==> config.mk <==
export PLATFORM = sky130hd
export DESIGN_NAME = dht11_us_tick
export DESIGN_NICKNAME = d
export VERILOG_FILES = /design/src/rtl/dht11_us_tick.sv
export SDC_FILE = /design/constraint.sdc
export NUM_CORES = 1
export LEC_CHECK = 0
export BUFFER_PORTS_ARGS = -buffer_cell sky130_fd_sc_hd__buf_2
export CORE_AREA = 2 2 39 41
export DETAILED_ROUTE_END_ITERATION = 12
export DIE_AREA = 0 0 41 43
export PLACE_DENSITY = 0.43
export SLEW_MARGIN = 20
export SYNTH_ARGS = -nofsm -noshare
export SYNTH_HDL_FRONTEND = slang
export SYNTH_SLANG_ARGS = --single-unit
==> constraint.sdc <==
create_clock -name sys_clk -period 1 [get_ports sys_clk]
set_input_delay 0.1 -clock sys_clk [delete_from_list [all_inputs] [get_ports sys_clk]]
set_output_delay 0.1 -clock sys_clk [all_outputs]
set_load 0.01 [all_outputs]
==> src/rtl/dht11_us_tick.sv <==
// Microsecond prescaler: counts 0..CLK_PER_US-1 and flags the terminal count.
// A synchronous clear restarts the microsecond so every phase starts aligned.
module dht11_us_tick #(
  parameter int unsigned CLK_PER_US = 50
) (
  input  logic sys_clk,
  input  logic sys_rst_n,
  input  logic clr,
  output logic us_tick
);

  localparam int unsigned PW = (CLK_PER_US > 1) ? $clog2(CLK_PER_US) : 1;
  localparam logic [PW-1:0] TERM = PW'(CLK_PER_US - 1);

  logic [PW-1:0] cnt_q;

  always_ff @(posedge sys_clk) begin
    if (!sys_rst_n || clr) begin
      cnt_q <= '0;
    end else if (cnt_q == TERM) begin
      cnt_q <= '0;
    end else begin
      cnt_q <= cnt_q + PW'(1);
    end
  end

  assign us_tick = (cnt_q == TERM);

endmodule

# Yosys cells after proc, flatten, opt, wreduce, memory -nomap -nowiden

Cells that the tools add are included.

Bits in registers: 6
Output and inout port bits: 1
Input bits: 3
Word-level logic and storage cells: 6

Add/subtract/negate cells: 1
Eq/ne operators: 1
Reduce and logical (&&, ||, !) cells: 3

Operators by type and width:

| kind                                        | count |
|---|---|
| adder 6 x 1 -> 6 bit, second input constant | 1 |
| == test 6 bit, second input constant        | 1 |
| OR reduction 2 bit                          | 1 |
| logical NOT 1 bit                           | 1 |
| logical OR 1 bit                            | 1 |

# Logic depth before layout (Yosys ltp)

Depth in word-level cells: 3
Depth in mapped cells: 5
Mapped depth without buffers: 5

# Least setup slack after synthesis

Ideal clock, no wire load.

Kind: flip-flop to flip-flop
Start point: reg cnt_q[0]
End point: reg cnt_q[2]
Slack: -132 ps
Path buffers: 0
Required time: 868 ps
Arrival time: 1001 ps
Cell stages (with the launch flop): 5
Clock period less this slack: 1132 ps
Library setup time: 132 ps
Path through: dfxtp_1 > ha_1 > nand2_1 > o41ai_4 > nor2_1

Word-level cells in the longest chain between the ends: 2
Elaborated cells on any way between the ends: 3
Those cells by class: add/sub: 1; eq/ne: 1; reduce/logical: 1

Ends and longest elaborated chain:

| element                                                                      | line | text |
|---|---|---|
| from (decl)                                                                  | 15   | `logic [PW-1:0] cnt_q;` |
| from (signal assigned)                                                       | 23   | `cnt_q <= cnt_q + PW'(1);` |
| parallel branches: the longest is 2 deep, another holds adder 6 x 1 -> 6 bit | n/a  |  |

Several ways; the timed one is not identified.
A chain may end at the register's enable or synchronous reset.

# Final worst setup path

Start point: reg cnt_q[4]
End point: out us_tick

Word-level cells in the longest chain between the ends: 1

Ends and longest elaborated chain:

| element       | line | text |
|---|---|---|
| == test 6 bit | 27   | `assign us_tick = (cnt_q == TERM);` |
| to (decl)     | 9    | `output logic us_tick` |

No other way between the ends.

==> impl_metrics.toml <==
[timing]
fin_crit_sh = 1.209
maxSlewHeadroom = 0.8266
fin_ws_ps = -209.3
fin_crit_ps = 1209
worstMarginPinSlew_ps = 259.3
setup_violations = 7
grt_setup_unrepaired = "yes"
finClkSkew_ps = 3.333
tns_ps = -1164
slew_viol_final = 0
fin_hold_ws_ps = 218.7
max_freq_mhz = 826.9
final_hold_viol_count = 0

[detailed_routing]
post_drt_wl_per_cell_um = 10.06
dr.pass1.iters = 2
drc_errors = 0
drtIter0Drc = 2
drtAntennaViolNets = 0
vias = 270
routed_wl_um = 654
via_per_inst = 4.154

[finish]
fin_cells = 65
multi_input_area_um2 = 196.4
syn2layout_area_growth_pct = 79.57
regMostFlops = "cnt_q"
n_antenna_cell = 0
final_core_util = 0.3734
design_area_um2 = 516.7
nFillCells = 137
seq_area_um2 = 131.4
nets = 55
drive_above_1_share = 0.7755
largest_reg_flops = 6
largestRegisters = "cnt_q: 6 flops"

[logic_synthesis]
async_flop_share = 0
synth_edf_count = 0
syn-cell-area_um2 = 287.8
synth_top_area_share = 0.4174
synthFlopType = "dfxtp_1"
synth_cell_types = 17
ys_seq_area_frac = 0.4174
yosys.area.top_type = "dfxtp_1"
syn_area_per_cell_um2 = 10.28
synth_seq_cells = 6
synth_nets = 33
synth.area.top_cells = "dfxtp_1, o41ai_4, ha_1"
yosysWarnings = 0
postSynthCellCount = 28

[grt]
antenna_found_initial = 0
grt-ovfl-total = 0
grt_pass1_wl_mm = 1.207
use_met3 = 0.06283
grt_max_degree = 6
met1_usage = 0.1039
busiest_layer = "met2"
grt_util_met2 = 0.1750
grt_pass1_vias = 302
track_usage = 0.1098

[power_and_ir_drop]
ir_drop_uv = 540.6
power_leakage_nw = 0.2263
finalPower_mw = 0.5333
power_density_mw_per_mm2 = 1032

[worst_setup_path]
start_kind = "register"
worstPathArrival_ps = 1110
critPathCaptureType = "output port"
crit_required_ps = 900
slowest_delay_ps = 330
cp_slowest_cell = "dfxtp_2"
critical_path_class = "register to output port"
crit_chain = "inv_2, buf_6, nor4_2, buf_2"
crit_fanout = 2

[job]
timing.max_cap.violations = 0

[clock_network]
cts-root-buf = "clkbuf_4"
clockBufferDepth = 2
path_clk_slew_ps = 50
cts.sinks = 6
cts_tree = "built"
htreeDepth = 1
cts_made_buffers = 3
clock_latency_ps = 250

[floorplanning]
initial_core_util = 0.2080
io_pins = 4
dieArea_mm2 = 0.001763
die_width_um = 41
die_h_um = 43
num_rows = 14
core_mm2 = 0.001384

[status]
violations = "negative setup slack"
status = "complete, but fails checks"

[place]
dp_cells = 57
pre_cts_slack_ps = -130.6
dpl_cell_area_um2 = 420.4
routabilityCongestion = 0.6015
numPortBuffers = 3

[min_path]
hold_class = "input pin to register"
## placed cells by master, fill, tap and decap left out, drive strengths merged
master and count:
o41ai 1, nor2 5, nor4 1, or3 1, xor2 1, dfxtp 6
xnor2 2, a21oi 1, ha 2, nand3 2, o21ai 1, nor2b 1
buf 17, nand2 2, clkbuf 4, inv 2
## worst paths after layout
| path | from | endpoint | slack, ps | cells after the start |
|---|---|---|---|---|
| max | cnt_q[4]$_SDFF_PP0_ | us_tick | -210 | 4 |
| min | clr | cnt_q[0]$_SDFF_PP0_ | 220 | 5 |
| max reg2reg | cnt_q[4]$_SDFF_PP0_ | cnt_q[4]$_SDFF_PP0_ | -170 | 5 |
| min reg2reg | cnt_q[0]$_SDFF_PP0_ | cnt_q[1]$_SDFF_PP0_ | 540 | 2 |
## cells by family after synthesis
family,synth area share
AOI/OAI and AO/OA,0.1435
xor gates and xnor gates,0.09132
adders and majority gates,0.08694
buffers and inverters,0.02606
DFF,0.4174
and+or+nand+nor,0.2348
## layer usage
metal | share of wire | vias to the layer above
met5 | 0 | -
li1 | - | 135
met3 | 0.060 | 4
met1 | 0.32 | 126
met4 | 0.032 | 0
met2 | 0.58 | 5
## power by group
part | internal (mW) | total [mW] | switching (mW)
combinational | 0.0252 | 0.0431 | 0.0179
clock | 0.152 | 0.246 | 0.0944
sequential | 0.240 | 0.244 | 0.00388
total | 0.417 | 0.533 | 0.116
## Yosys cell counts, types with 2 or more instances
| cell type | count |
|---|---|
| dfxtp_1 | 6 |
| ha_1 | 2 |
| nor2_1 | 5 |
| xnor2_1 | 2 |
## layout make-up
cell class / instances / share of cell area
inverters: 2 / 0.01453
repair buffers: 17 / 0.2615
clock buffers: 4 / 0.05085
well taps: 16 / 0.03874
multi-input cells: 20 / 0.3801
flip-flops and latches: 6 / 0.2542
## worst max-delay path: cells and delay by family, from the launching register on
kind	cells	cell delay, ps
flops	1	330
simple gates	1	220
buf+inv	3	320
## repair_timing
action | CTS | global route
resized for setup | 8 | 4
pin swaps | 3 | 0
endpoints found under the hold margin | 0 | 0
buffers inserted | 3 | 1
hold buffers | 0 | 0
gates cloned | 0 | 0
setup endpoints to repair | 7 | 7
(Power assumes the default switching activity.)
